--- src/rtl/fetch_phase_const_collector_pkg.sv ---
// fetch_phase_const_collector_pkg: shared kinds, sizes, states and sign-extension for fetch-phase constants
package fetch_phase_const_collector_pkg;
    localparam int DEF_VAL_W = 64;
    localparam int DEF_MAX_BYTES = DEF_VAL_W / 8;

    typedef enum logic {
        KIND_DISP = 1'b0,
        KIND_IMM  = 1'b1
    } fetch_kind_e;

    typedef enum logic [1:0] {
        IDLE,
        COLLECT,
        HOLD
    } state_t;

    function automatic logic size_legal(input logic [3:0] s);
        return s == 4'd1 || s == 4'd2 || s == 4'd4 || s == 4'd8;
    endfunction

    function automatic logic [DEF_VAL_W-1:0] sign_extend(input logic [DEF_VAL_W-1:0] s, input logic [3:0] size);
        return size == 4'd1 ? {{56{s[7]}}, s[7:0]} :
               size == 4'd2 ? {{48{s[15]}}, s[15:0]} :
               size == 4'd4 ? {{32{s[31]}}, s[31:0]} : s;
    endfunction
endpackage

--- src/rtl/fetch_const_sext.sv ---
// fetch_const_sext: sign-extends a little-endian byte store from bit 8*size-1 to the full constant width
module fetch_const_sext
    import fetch_phase_const_collector_pkg::*;
(
    input  logic [DEF_VAL_W-1:0] store,
    input  logic [3:0]           size,
    output logic [DEF_VAL_W-1:0] value
);
    assign value = sign_extend(store, size);
endmodule

--- src/rtl/fetch_phase_const_collector.sv ---
// fetch_phase_const_collector: collects 1/2/4/8 fetch bytes into a sign-extended constant.
// FETCH_CONST_BYPASS_EN: present the constant combinationally in the cycle its last byte arrives.
module fetch_phase_const_collector
    import fetch_phase_const_collector_pkg::*;
#(
    parameter int VAL_W = DEF_VAL_W,
    parameter int MAX_BYTES = DEF_MAX_BYTES
) (
    input  logic             clk,
    input  logic             rstn,
    input  logic             flush,
    input  logic             start,
    output logic             start_ready,
    input  logic [3:0]       start_size,
    input  logic             start_kind,
    input  logic             byte_valid,
    output logic             byte_ready,
    input  logic [7:0]       byte_data,
    output logic             done_valid,
    input  logic             done_ready,
    output logic [VAL_W-1:0] done_value,
    output logic             done_kind,
    output logic             size_err
);
    localparam int CW = $clog2(MAX_BYTES);

    state_t           state;
    logic [CW-1:0]    cnt;
    logic [VAL_W-1:0] store, store_nxt, sext_in, sext_out;
    logic [3:0]       size_q;
    fetch_kind_e      kind_q;
    logic             hold, accept, last, fin_now;

    assign hold = state == HOLD;
    assign byte_ready = state == COLLECT;
    assign start_ready = state == IDLE || (hold && done_ready);
    assign accept = byte_ready && byte_valid;
    assign last = accept && (4'(cnt) == size_q - 4'd1);

    always_comb begin
        store_nxt = store;
        store_nxt[8*cnt +: 8] = byte_data;
    end

`ifdef FETCH_CONST_BYPASS_EN
    assign fin_now = last;
    assign sext_in = hold ? store : store_nxt;
`else
    assign fin_now = 1'b0;
    assign sext_in = store;
`endif

    // flush hides the pending constant so a same-cycle done_ready cannot take it
    assign done_valid = (hold || fin_now) && !flush;
    assign done_value = done_valid ? sext_out : '0;
    assign done_kind = kind_q;

    fetch_const_sext u_sext (
        .store(sext_in),
        .size (size_q),
        .value(sext_out)
    );

    always_ff @(posedge clk or negedge rstn) begin
        if (!rstn) begin
            state <= IDLE;
            cnt <= '0;
            store <= '0;
            size_q <= 4'd0;
            kind_q <= KIND_DISP;
            size_err <= 1'b0;
        end else begin
            size_err <= 1'b0;
            if (flush) begin
                state <= IDLE;
                cnt <= '0;
            end else if (start && start_ready) begin
                if (size_legal(start_size)) begin
                    state <= COLLECT;
                    size_q <= start_size;
                    kind_q <= fetch_kind_e'(start_kind);
                    cnt <= '0;
                    store <= '0;
                end else begin
                    state <= IDLE;
                    size_err <= 1'b1;
                end
            end else if (hold && done_ready) begin
                state <= IDLE;
            end else if (accept) begin
                store <= store_nxt;
                cnt <= last ? '0 : cnt + 1'b1;
                if (last) state <= (fin_now && done_ready) ? IDLE : HOLD;
            end
        end
    end
endmodule

--- config.mk ---
export PLATFORM = sky130hd
export DESIGN_NAME = fetch_phase_const_collector
export DESIGN_NICKNAME = d
export VERILOG_FILES = /design/src/rtl/fetch_phase_const_collector_pkg.sv /design/src/rtl/fetch_const_sext.sv /design/src/rtl/fetch_phase_const_collector.sv
export SDC_FILE = /design/constraint.sdc
export NUM_CORES = 1
export LEC_CHECK = 0
export CAP_MARGIN = 10
export CORE_ASPECT_RATIO = 1.25
export CORE_MARGIN = 3
export CORE_UTILIZATION = 54
export CTS_CLUSTER_SIZE = 40
export DETAILED_ROUTE_END_ITERATION = 10
export MAX_ROUTING_LAYER = met4
export PLACE_DENSITY = 0.87
export SYNTH_ARGS = -nofsm -noshare
export SYNTH_HDL_FRONTEND = slang
export SYNTH_HIERARCHICAL = 1
export SYNTH_SLANG_ARGS = --single-unit
export TNS_END_PERCENT = 100
--- constraint.sdc ---
create_clock -name clk -period 3 [get_ports clk]
set_input_delay 0.9 -clock clk [delete_from_list [all_inputs] [get_ports clk]]
set_output_delay 0.9 -clock clk [all_outputs]
set_load 0.005 [all_outputs]
* After elaboration in Yosys (flattened, before gate mapping)
Index checks and enable logic that the tools add are counted.
Cells by class: bitwise gates (word level) 1, muxes and demuxes 24, shifts and indexed selects 2, reduce and logical (&&, ||, !) cells 19, add/subtract/negate cells 3, equal/unequal tests 14
Operator list (number):
- $mux 64 | 8
- $bwmux 64 | 1
- $shift 8x34->64 const A | 1
- $shiftx 8x34->64 | 1
- $neg 6->34 | 1
- $mux 3 | 6
- $mux 2 | 5
- $eq 4x1->1 const B | 2
- $eq 4x2->1 const B | 2
- $eq 4x3->1 const B | 2
- $reduce_bool 4->1 | 2
- $reduce_and 3->1 | 2
- $logic_and 1x1->1 | 5
- $eq 3x4->1 | 1
- $eq 4x4->1 const B | 1
- $logic_or 1x1->1 | 4
- $mux 1 | 4
- $reduce_and 4->1 | 1
- $sub 4x1->4 const B | 1
- $add 3x1->3 const B | 1
- $ne 3x2->1 const B | 1
- $ne 3x3->1 const B | 1
- $reduce_bool 3->1 | 1
- $eq 2x1->1 const B | 1
- 8 further kinds | 8
Storage, ports and cells: bits in registers 75, output and inout port bits 69, word-level logic and storage cells 69, bits of input ports 19

* Depth between registers and ports, before layout
Gate-level depths: netlist of run 1.
depth after elaboration 8, depth in mapped cells 10, depth with buffers taken out 8

* Cells and area by module
The synthesis of run 1 kept the hierarchy.
By module, submodules not included:
- fetch_phase_const_collector | instances 1, seq. area each 1876.8 µm², cells an instance 330, area each 3693.5 µm²
- fetch_const_sext | instances 1, seq. area each 0.0 µm², cells an instance 225, area each 1236.2 µm²

* Worst setup path before layout of run 1
No wires, ideal clock.
path kind input -> output, start input flush, end output done_value[10], arrival time 1.719 ns, stages on the path 4, required time 2.100 ns, buffers on the path 2, slack 0.381 ns, path through nor3b_1 > clkbuf_1 > clkbuf_1 > and2_1
Between the ends: cells in the longest elaborated chain, start to end 3
Ends and longest elaborated chain:
- start: declaration | line fetch_phase_const_collector.sv:11 | input logic flush,
- $logic_not 1->1 | line fetch_phase_const_collector.sv:54 | assign done_valid = (hold || fin_now) && !flush;
- $logic_and 1x1->1 | line fetch_phase_const_collector.sv:54
- $mux 64 | line fetch_phase_const_collector.sv:55 | assign done_value = done_valid ? sext_out : '0;
- end: declaration | line fetch_phase_const_collector.sv:21 | output logic [VAL_W-1:0] done_value,
No other way between the ends.

* Worst setup path after layout of run 1
start register size_q[1], end output done_value[44]
Between the ends: cells in the longest elaborated chain, start to end 5, elaborated cells between the ends (all ways) 7, classes of those cells 3 x eq/ne; 4 x mux
Ends and longest elaborated chain:
- start: declaration | line fetch_phase_const_collector.sv:30 | logic [3:0] size_q;
- start signal: assignment | line fetch_phase_const_collector.sv:80 | size_q <= start_size;
- $eq 4x3->1 | line fetch_phase_const_collector_pkg.sv:24 | size == 4'd4 ? {{32{s[31]}}, s[31:0]} : s;
- $mux 64 | line fetch_phase_const_collector_pkg.sv:24
- $mux 64 | line fetch_phase_const_collector_pkg.sv:23 | size == 4'd2 ? {{48{s[15]}}, s[15:0]} :
- $mux 64 * | line fetch_phase_const_collector_pkg.sv:22 | return size == 4'd1 ? {{56{s[7]}}, s[7:0]} :
- net sext_out[44] | line fetch_phase_const_collector.sv:29 | logic [VAL_W-1:0] store, store_nxt, sext_in, sext_out;
- $mux 64 * | line fetch_phase_const_collector.sv:55
The timed path passes the listed nets; every way through them passes the cells marked *.

==> results of run 1 <==
-- placed cells by master, fill, tap and decap left out, drive strengths merged, types with 18 or more instances in the layout --
master and n:
a21oi 18, a22o 58, a31oi 34, and2 97, buf 84, clkbuf 50
clkdlybuf4s50 19, dfrtp 75, nand2 45, o21ai 75
-- flip-flops by register name, summed over array words and instances, names as in the netlist --
signal / cells
cnt: 3
size_err: 1
size_q: 4
sext_in: 64
state: 2
done_kind: 1
-- final timing paths --
check | startpoint | endpoint | slack [ns] | cells past startpoint
worst max-delay path | size_q[1] | done_value[44] | -0.23 | 8
worst min-delay path | sext_in[9] | sext_in[9] | 0.51 | 1
worst min register to register | sext_in[9] | sext_in[9] | 0.51 | 1
max in group asynchronous | rstn | sext_in[63] | 2.11 | 2
worst max register to register | cnt[1] | sext_in[37] | 0.42 | 8
min in group asynchronous | rstn | sext_in[17] | 0.56 | 2
-- cell families after synthesis --
family / share of synthesized area, %
compound gates: 27.26
simple gates: 23.22
flops: 38.07
buf+inv: 7.208
fa+ha+maj: 2.031
xor+xnor: 1.066
mux: 1.142
-- power groups by stage --
stage	combinational (uW)	sequential (uW)	clock (uW)
global route	1030	1100	956
finish	988	1100	913
detailed placement	678	1110	0
global placement	657	1100	0
CTS	710	1090	909
floorplan	457	1110	0
-- cell usage after synthesis, types with 2 or more instances --
cell        n  area, um^2
and2_1     97       606.8
dfrtp_1    75        1877
o21ai_0    64       320.3
a22o_1     58       508.0
nand2_1    45       168.9
a31oi_1    34       212.7
clkbuf_1   26       97.59
a21oi_1    18       90.09
inv_1      11       41.29
buf_4      10       75.07
nor3_1      9       45.04
buf_2       8       40.04
ha_1        8       100.1
buf_6       7       78.83
o21ai_2     7       61.31
and3_1      6       37.54
buf_1       6       22.52
nor2_1      6       22.52
o2bb2ai_1   6       52.55
xnor2_1     6       52.55
mux2_2      5       56.30
nand3_1     4       20.02
o21ai_1     4       20.02
nand3b_1    3       22.52
nand4_1     3       18.77
or4b_1      3       30.03
a211o_1     2       17.52
nor3b_1     2       15.01
nor4_1      2       12.51
nor4b_2     2       30.03
or2_2       2       12.51
or3_1       2       12.51
-- final cells by class --
class / instances / area share, %
clock inverters: 7 / 1.584
multi-input cells: 412 / 41.64
clock buffers: 9 / 1.845
repair buffers: 168 / 24.13
well taps: 120 / 2.236
inverters: 11 / 0.6149
flip-flops and latches: 75 / 27.95
-- layer usage --
layer  vias up  global-route usage, %
li1       2231                      -
met1      2475                  35.83
met2       449                  48.71
met3       143                  4.521
met4         0                  17.91
met5         -                      -
-- timing repair --
action / CTS / global route
endpoints found under the setup margin: 66 / 63
resized for setup: 131 / 101
cloned: 6 / 11
pin swaps: 10 / 18
hold endpoints to repair: 0 / 0
hold buffers: 0 / 0
setup buffers: 7 / 24
-- critical path: cells and delay by family, from the launching register on --
family                 cells  cell delay, ns
buffers and inverters      4            0.69
AOI/OAI and AO/OA          2            0.56
DFF                        1            0.42
and+or+nand+nor            2            0.32
-- metrics by stage --
stage / worst slack [ns] / setup TNS (ns) / power [uW] / utilization, %
detailed placement: -0.4258 / -25.40 / 1786 / 67.74
finish: -0.2285 / -5.807 / 2996 / 76.34
CTS: -0.3091 / -4.795 / 2707 / 72.32
global placement: -0.3991 / -23.91 / 1761 / 67.74
global route: -0.3123 / -9.297 / 3088 / 76.34
floorplan: 0.3812 / 0 / 1571 / -
==> Flow_metrics.wiki, run 1 <==
{| class="wikitable"
! Metric !! Value
|-
| Status || finished with violations
|-
| Violations in the final reports || setup timing
|-
| Number of top-level pins || about 90
|-
| Worst-path cell chain || buf_6 > nand2b_1 > a211o_4 > buf_4 > clkbuf_16 > a31oi_1 > and2_1 > clkdlybuf4s15_1
|-
| Hold Crit Class || reg -> reg
|-
| Clock period minus worst slack || around 3.2 ns
|-
| Avg Inst Size Synth || around 8.9 um^2
|-
| Count of warnings emitted by yosys || 6
|-
| Timing-limited maximum frequency || between 300 and 400 MHz
|-
| Cell internal power dissipation || slightly below 2000 uW
|-
| Slew @ Worst Pin || 0.6144 ns
|-
| RD Place Congestion || roughly 0.90
|-
| CP arrival || 2.33 ns
|-
| Number of enable flip-flop cells after synthesis || 0
|-
| Sequential element share of the synthesized area || 38.07%
|-
| Leakage component of the power || slightly above 0.003 uW
|-
| Floorplan row count || 38
|-
| Slowest cell on the critical path || dfrtp_1
|-
| Chip Width || 91.46 um
|-
| Final hold slack || 0.5072 ns
|-
| Average via count per standard cell || about 6.6
|-
| Routed wire length per instance || ~23 um
|-
| Residual DRC || 0
|-
| Port-buffer cells || between 80 and 90
|-
| Clock tree from TritonCTS || yes
|-
| Length of the first detailed-routing pass in iterations || 5
|-
| Area of the core || between 8000 and 9000 um^2
|-
| Die height || 112.8 um
|-
| Antenna violations before repair || 0
|-
| Sink Count || 75
|-
| Vias || about 5300
|-
| Worst ir drop on vdd || 0.4279 mV
|-
| Number of violations of the max-capacitance limit || 0
|-
| Synthesized netlist cell count || ~560
|-
| Worst Setup Slack, final || -0.2285 ns
|-
| Area of the die || ~10000 um^2
|-
| Vias in the first global route || 4733
|-
| Area occupied by multi-input gates || roughly 2800 um^2
|-
| Classification of the worst setup path || reg -> out
|-
| Final Net Count || just over 700
|-
| Dominant register cell in the synthesized netlist || dfrtp_1
|-
| Final Skew || between 0.015 and 0.02 ns
|-
| Met1 WL || roughly 6400 um
|-
| Setup crit start kind || flop
|-
| Synthesis-to-finish area growth || 36.22%
|-
| Portion of total power attributed to sequential cells || 36.6%
|-
| Number of flip-flops and latches in the synthesized netlist || between 70 and 80
|-
| Post-synthesis instance area || approximately 4900 um^2
|-
| Number of failing setup endpoints in the final timing report || between 40 and 50
|-
| Register Area || 1877 um^2
|-
| Final non-filler cell area || ~6700 um^2
|-
| Placed Instances || 740
|-
| Number of levels in the clock H-tree || 3
|-
| Switch Pwr || about 1000 uW
|-
| Kind of capture point of the worst setup path || output pin
|-
| Clock-pin slew on the worst setup and hold paths || about 0.09 ns
|-
| WP data required || ~2.1 ns
|-
| Effective utilization at floorplan || a little under three fifths
|-
| Delay of the slowest cell on the worst path || approximately 0.42 ns
|-
| Final HPWL DP || slightly above 9000 um
|-
| Largest fanout on the critical path || 12
|-
| Number of clock buffers inserted by TritonCTS || 9
|-
| Top routing layer in use || met4
|-
| Filler cell count in the final layout || 560
|-
| Number of pins with negative max-slew slack in the final report || 0
|-
| Cell area after placement || between 5000 and 6000 um^2
|-
| Clk network pwr share || a little under a third
|-
| Share of post-route cells with drive strength above 1 || a little over a quarter
|-
| Total power divided by cell area || between 400 and 500 nW/um^2
|-
| Share of the clock period used by the worst path after layout || 107.6%
|-
| Longest Clk Path Bufs || 2
|-
| DRT antenna net count || 0
|-
| Sw Ratio || between 30% and 40%
|-
| DRC violation total after the first TritonRoute iteration || about 750
|-
| Maximum number of pins on one net before global-route repair || 76
|-
| Aggregate global routing overflow || 0
|-
| Total routing usage reported by global routing || between 30% and 40%
|-
| Max-slew headroom || between 50% and 60%
|-
| Part of the total power dissipated in combinational logic || about a third
|-
| Antenna Cells || 0
|-
| Final cell count without fillers || between 800 and 900
|-
| Clk Tree Root Cell || clkbuf_8
|-
| Routed Wire Length || 18560 um
|-
| Clock network latency to the later pin of the worst-skew pair || between 0.3 and 0.4 ns
|-
| Wire length of the first global-routing pass || around 24000 um
|-
| Final hold violations || 0
|-
| RSZ-0062 raised after global routing || yes
|-
| Number of different library cells in the post-synthesis netlist || 46
|-
| WL met3 || ~1900 um
|-
| Met2 routed wirelength || about 8700 um
|-
| Net count of the mapped netlist || just under 600
|-
| Async set or reset register ratio after synthesis || between 90% and 100%
|}
Power figures use the tool's default switching activity.
==> run 2, diff against run 1 <==
- SKIP_CTS_REPAIR_TIMING: not set -> 1
==> run 2 against run 1 <==
  * The run still ends with setup timing left
  * Highest routed layer unchanged
  * Sequential share of layout area increased by 0.23 points
  * Largest power group unchanged
  * Die area unchanged
  * Critical path depth increased by 1
  * Largest cell class unchanged
==> Flow_metrics.wiki, run 2 (same netlist as run 1, synthesis figures left out) <==
{| class="wikitable"
! Metric !! Value
|-
| Final non-filler cell area || 6660 um^2 (-0.82%)
|-
| Clock-pin slew on the worst setup and hold paths || 0.09 ns (about the same)
|-
| Register Area || 1877 um^2 (unchanged)
|-
| Routed Wire Length || 18140 um (-2.2%)
|-
| Timing-limited maximum frequency || 305.4 MHz (-1.4%)
|-
| Routed wire length per instance || 22.42 um (-3.1%)
|-
| Length of the first detailed-routing pass in iterations || 9 (+4)
|-
| Cell area after placement || 5958 um^2 (unchanged)
|-
| Number of failing setup endpoints in the final timing report || 51 (+6.3%)
|-
| Final Skew || 0.01559 ns (-0.002856 ns)
|-
| Most common library cell in the layout ignoring fill and taps || and2_1
|-
| Synthesis-to-finish area growth || 35.10%
|-
| Delay of the slowest cell on the worst path || 0.62 ns (+0.20 ns)
|-
| Worst ir drop on vdd || 0.3677 mV (-14%)
|-
| Setup slack of the most critical reg-to-reg path || 0.42 ns (about the same)
|-
| Max FFs per register || 64 (unchanged)
|-
| Number of clock buffers inserted by TritonCTS || 9 (unchanged)
|-
| Max-slew headroom || 59.90% (+0.99 points)
|-
| Startpoint of the worst-slack reg-to-reg timing path || cnt[1]
|-
| Share of the clock period used by the worst path after layout || 109.1% (+1.5 points)
|-
| Final Net Count || 711 (+0.99%)
|-
| Hold Crit Class || reg -> reg
|-
| Final HPWL DP || 9340 um (unchanged)
|-
| Largest fanout on the critical path || 6 (-6)
|-
| Antenna violations before repair || 0 (unchanged)
|-
| Clock network latency to the later pin of the worst-skew pair || 0.36 ns (about the same)
|-
| Violations in the final reports || setup timing
|-
| DRC violation total after the first TritonRoute iteration || 667 (-11%)
|-
| Clock period minus worst slack || 3.274 ns (+0.04580 ns)
|-
| Number of top-level pins || 88 (unchanged)
|-
| R2R depth || 7 (-1)
|-
| Effective utilization at floorplan || 56.05% (unchanged)
|-
| Floorplan row count || 38 (unchanged)
|-
| Share of post-route cells with drive strength above 1 || 26.71% (-0.42 points)
|-
| Average via count per standard cell || 6.511 (-1.4%)
|-
| Area occupied by multi-input gates || 2744 um^2 (-1.9%)
|-
| Filler cell count in the final layout || 549 (-2.0%)
|-
| Aggregate global routing overflow || 0 (unchanged)
|-
| Die height || 112.8 um (unchanged)
|-
| Leakage component of the power || 0.003340 uW (+7.4%)
|-
| Chip Width || 91.46 um (unchanged)
|-
| Number of pins with negative max-slew slack in the final report || 0 (unchanged)
|-
| Classification of the worst setup path || reg -> out
|-
| Vias in the first global route || 4434 (-6.3%)
|-
| Number of levels in the clock H-tree || 3 (unchanged)
|-
| Vias || 5267 (-0.59%)
|-
| Area of the die || 10320 um^2 (unchanged)
|-
| Residual DRC || 0 (unchanged)
|-
| Post-Route Utilization || 75.72% (-0.63 points)
|-
| Hold wc startpoint || sext_in[1]
|-
| RD Place Congestion || 0.9022 (unchanged)
|-
| DRT antenna net count || 0 (unchanged)
|-
| Commonest cells after routing, fill and taps aside || and2_1, dfrtp_1, o21ai_0
|-
| Area of the core || 8796 um^2 (unchanged)
|-
| Worst-path cell chain || or4b_4 > nor2_4 > buf_12 > buf_6 > clkbuf_16 > buf_8 > a31oi_1 > and2_1 > clkbuf_2
|-
| Final total power || 2992 uW (-0.15%)
|-
| Number of violations of the max-capacitance limit || 0 (unchanged)
|-
| Longest Clk Path Bufs || 2 (unchanged)
|-
| Antenna Cells || 0 (unchanged)
|-
| Maximum number of pins on one net before global-route repair || 76 (unchanged)
|-
| WP data required || 2.10 ns (about the same)
|-
| Sink Count || 75 (unchanged)
|-
| RSZ-0062 raised after global routing || yes
|-
| Slowest cell on the critical path || or4b_4
|-
| Total routing usage reported by global routing || 27.41% (-2.8 points)
|-
| Setup crit start kind || flop
|-
| Hold Crit Depth || 1 (unchanged)
|-
| Clock tree from TritonCTS || yes
|-
| Slew @ Worst Pin || 0.5996 ns (-0.01484 ns)
|-
| Worst Hold Endpoint || sext_in[1]
|-
| Clk Tree Root Cell || clkbuf_8
|-
| Final hold slack || 0.4997 ns (-0.007485 ns)
|-
| Status || finished with violations
|-
| Final hold violations || 0 (unchanged)
|-
| Worst Setup Slack, final || -0.2743 ns (-0.04580 ns)
|-
| CP arrival || 2.37 ns (+0.04 ns)
|-
| Kind of capture point of the worst setup path || output pin
|-
| Total power divided by cell area || 449.2 nW/um^2 (+0.67%)
|-
| Port-buffer cells || 87 (unchanged)
|-
| Wire length of the first global-routing pass || 22270 um (-8.3%)
|-
| Endpoint of the lowest-slack register-to-register path || sext_in[25]
|}
[run 2: final cells by class]
class                           count  area share [%]
Clock inverter                      7           1.597
Inverter                           11          0.6200
Clock buffer                        9           1.860
Tap cell                          120           2.254
Timing Repair Buffer              175           24.29
Sequential cell                    75           28.18
Multi-Input combinational cell    412           41.20
[run 2: where the power goes]
group	switching (uW)	total (uW)	internal [uW]
Clock	436	919	483
Sequential	39.0	1090	1050
Combinational	539	981	441
Total	1010	2990	1980
[run 2: per-layer routing]
layer	share of wire (%)	GRT usage [%]	up-vias	routed length, um
li1	-	-	2243	-
met1	35	34.15	2498	6380
met2	49	44.37	410	8833
met3	9.2	2.926	116	1665
met4	6.9	13.78	0	1260
met5	0	-	-	0
[run 2: worst max-delay path: cells and delay by family (launching register included)]
| kind | cells | cell delay [ns] |
|---|---|---|
| AND/OR/NAND/NOR | 3 | 0.96 |
| AO/OA/AOI/OAI | 1 | 0.06 |
| flip-flops | 1 | 0.41 |
| buffers and inverters | 5 | 0.58 |
[run 2: worst max-delay path by stage]
stage / start / end / slack (ns) / depth (start not counted)
final: size_q[3] / done_value[48] / -0.27 / 9
after global routing: size_q[3] / done_value[48] / -0.30 / 9
after CTS: size_q[2] / done_value[14] / -0.53 / 5
after detailed placement: flush / done_value[1] / -0.43 / 5
after global placement: flush / done_value[3] / -0.40 / 5
after floorplan: flush / done_value[10] / 0.38 / 4
[run 2: stage by stage]
| stage | setup WS (ns) | instances | TNS (ns) |
|---|---|---|---|
| global placement | -0.3991 | 740 | -23.91 |
| floorplan | 0.3812 | 555 | 0 |
| detailed placement | -0.4258 | 740 | -25.40 |
| CTS | -0.5263 | 756 | -28.21 |
| global route | -0.3011 | 809 | -10.52 |
| finish | -0.2743 | 809 | -8.076 |
==> RTL change, RTL diff (config.mk and constraints of run 1) <==
Put one more register stage on the output `size_err`, without a reset. The value now appears one clock later. The other outputs are not delayed to match.
--- a/src/rtl/fetch_phase_const_collector.sv
+++ b/src/rtl/fetch_phase_const_collector.sv
@@ -23,6 +23,8 @@
     output logic             size_err
 );
     localparam int CW = $clog2(MAX_BYTES);
+
+    logic size_err_s0;
 
     state_t           state;
     logic [CW-1:0]    cnt;
@@ -68,9 +70,9 @@
             store <= '0;
             size_q <= 4'd0;
             kind_q <= KIND_DISP;
-            size_err <= 1'b0;
+            size_err_s0 <= 1'b0;
         end else begin
-            size_err <= 1'b0;
+            size_err_s0 <= 1'b0;
             if (flush) begin
                 state <= IDLE;
                 cnt <= '0;
@@ -83,7 +85,7 @@
                     store <= '0;
                 end else begin
                     state <= IDLE;
-                    size_err <= 1'b1;
+                    size_err_s0 <= 1'b1;
                 end
             end else if (hold && done_ready) begin
                 state <= IDLE;
@@ -94,5 +96,9 @@
             end
         end
     end
+    always_ff @(posedge clk) begin
+        size_err <= size_err_s0;
+    end
+
 endmodule
 
Formal check against the unedited RTL: not equivalent (Yosys sat finds a counterexample within 4 cycles, from zero or initial values and one cycle with rstn low).
==> RTL change against run 1 <==
  * The run still ends with setup timing left
  * Synthesized area increased by 0.41%
  * Final cell count down 1.2%
  * Sequential cell count is 1 higher
  * Register-to-register slack improved by 0.05 ns
  * Setup slack improved by 0.014 ns
  * Final area hardly changed
  * Core utilization increased by 0.057 points
  * Routed wire length up 2.5%
  * Power is 2.0% lower
  * Via count rose by 0.42%
  * Largest cell class unchanged
==> RTL change: results (changes against run 1) <==
Parameter                              Value

Global route
  Met3 demand-to-capacity share in global routing    5.52% (+1.0 points)
  First-pass GRT wire length    25.0 mm (+3.0%)
  Met1 Usage GRT    37.7% (+1.8 points)
  Vias in the first global route    4,754 (+0.44%)

Synth
  Cells taking the most area after synthesis    sky130_fd_sc_hd__dfrtp_1 38%, sky130_fd_sc_hd__and2_1 12%, sky130_fd_sc_hd__a22o_1 10%
  Cell variety after synth    47 (+2.2%)
  Share of synthesized registers carrying an async set or reset    98.7% (-1.3 points)

Outcome
  Status    finished, violations left
  Violations in the final reports    setup timing

Detailed routing
  Number of vias per cell after detailed routing    6.72 (+1.7%)
  Number of detailed-routing iterations run before antenna repair    8 (+3)
  DR WL/cell    24.0 µm (+3.8%)
  DRT Wirelength    19.0 mm (+2.5%)

Timing
  Max Clock Skew    0.0244 ns (+0.00599 ns)
  Final sum of negative setup slack    -2.98 ns (+2.83 ns)
  Setup slack after layout    -0.215 ns (+0.0139 ns)
  Final-report setup violation count    47 (-2.1%)

Critical path
  Longest individual stage delay on the worst path    0.44 ns (+0.02 ns)
  Worst endpoint data arrival time    2.31 ns (-0.02 ns)
  Peak fanout along the critical path    7 (-5)

Finish
  Net total in the final layout    694 (-1.4%)

Pwr
  Worst IR drop on VDD    0.000399 V (-6.8%)
  Lkg Pwr    3.05 nW (-1.9%)

Placement
  Detailed placer's ending HPWL    9.61 mm (+2.9%)
  Routability cong.    0.900 (-0.25%)
## RTL change: per-stage QoR
step                      power (mW)  setup WS, ns
after floorplan                 1.59         0.381
after global placement          1.79        -0.395
after detailed placement        1.82        -0.457
after CTS                       2.66        -0.208
after global routing            3.02        -0.264
final                           2.94        -0.215
## RTL change: cells by family after synthesis
| logic type | after synthesis | synth area share (%) |
|---|---|---|
| xor+xnor | 6 | 1.06 |
| compound gates | 198 | 27.1 |
| flops | 76 | 38.3 |
| simple gates | 195 | 23.1 |
| mux | 5 | 1.14 |
| fa+ha+maj | 8 | 2.02 |
| buf+inv | 68 | 7.18 |
## RTL change: final cells by class
class / count / area (µm²)
clock inverters: 6 / 71.3
multi-input cells: 412 / 2880
inverters: 11 / 41.3
clock buffers: 10 / 138
well taps: 120 / 150
repair buffers: 157 / 1550
fillers: 597 / 2080
flip-flops and latches: 76 / 1900
## RTL change: path summary, 6_finish.rpt
kind                                  start             end  slack [ns]  depth (start not counted)
worst max-delay path              size_q[0]  done_value[43]       -0.21                          9
worst min-delay path            size_err_s0        size_err        0.36                          0
worst max register to register       cnt[1]     sext_in[36]        0.47                          8
worst min register to register  size_err_s0        size_err        0.36                          0
max in group asynchronous              rstn     size_err_s0        2.09                          2
min in group asynchronous              rstn     sext_in[16]        0.53                          2
## RTL change: repair_timing
action,4_1_cts,5_1_grt
pin swaps,4,29
hold buffers,0,0
gates cloned,6,11
setup buffers,9,8
gates resized for setup,170,106
setup endpoints to repair,66,64
## RTL change: power groups by stage
stage	Combinational, mW	Sequential [mW]	Clock (mW)
6_report	0.985	1.11	0.843
3_3_place_gp	0.673	1.12	0
4_1_cts	0.742	1.10	0.818
2_1_floorplan	0.457	1.13	0
3_5_place_dp	0.695	1.12	0
5_1_grt	1.02	1.11	0.883
## RTL change: routing by layer
metal	vias up	wire [µm]
li1	2217	-
met1	2570	6630
met2	410	9250
met3	123	1980
met4	0	1160
met5	-	0
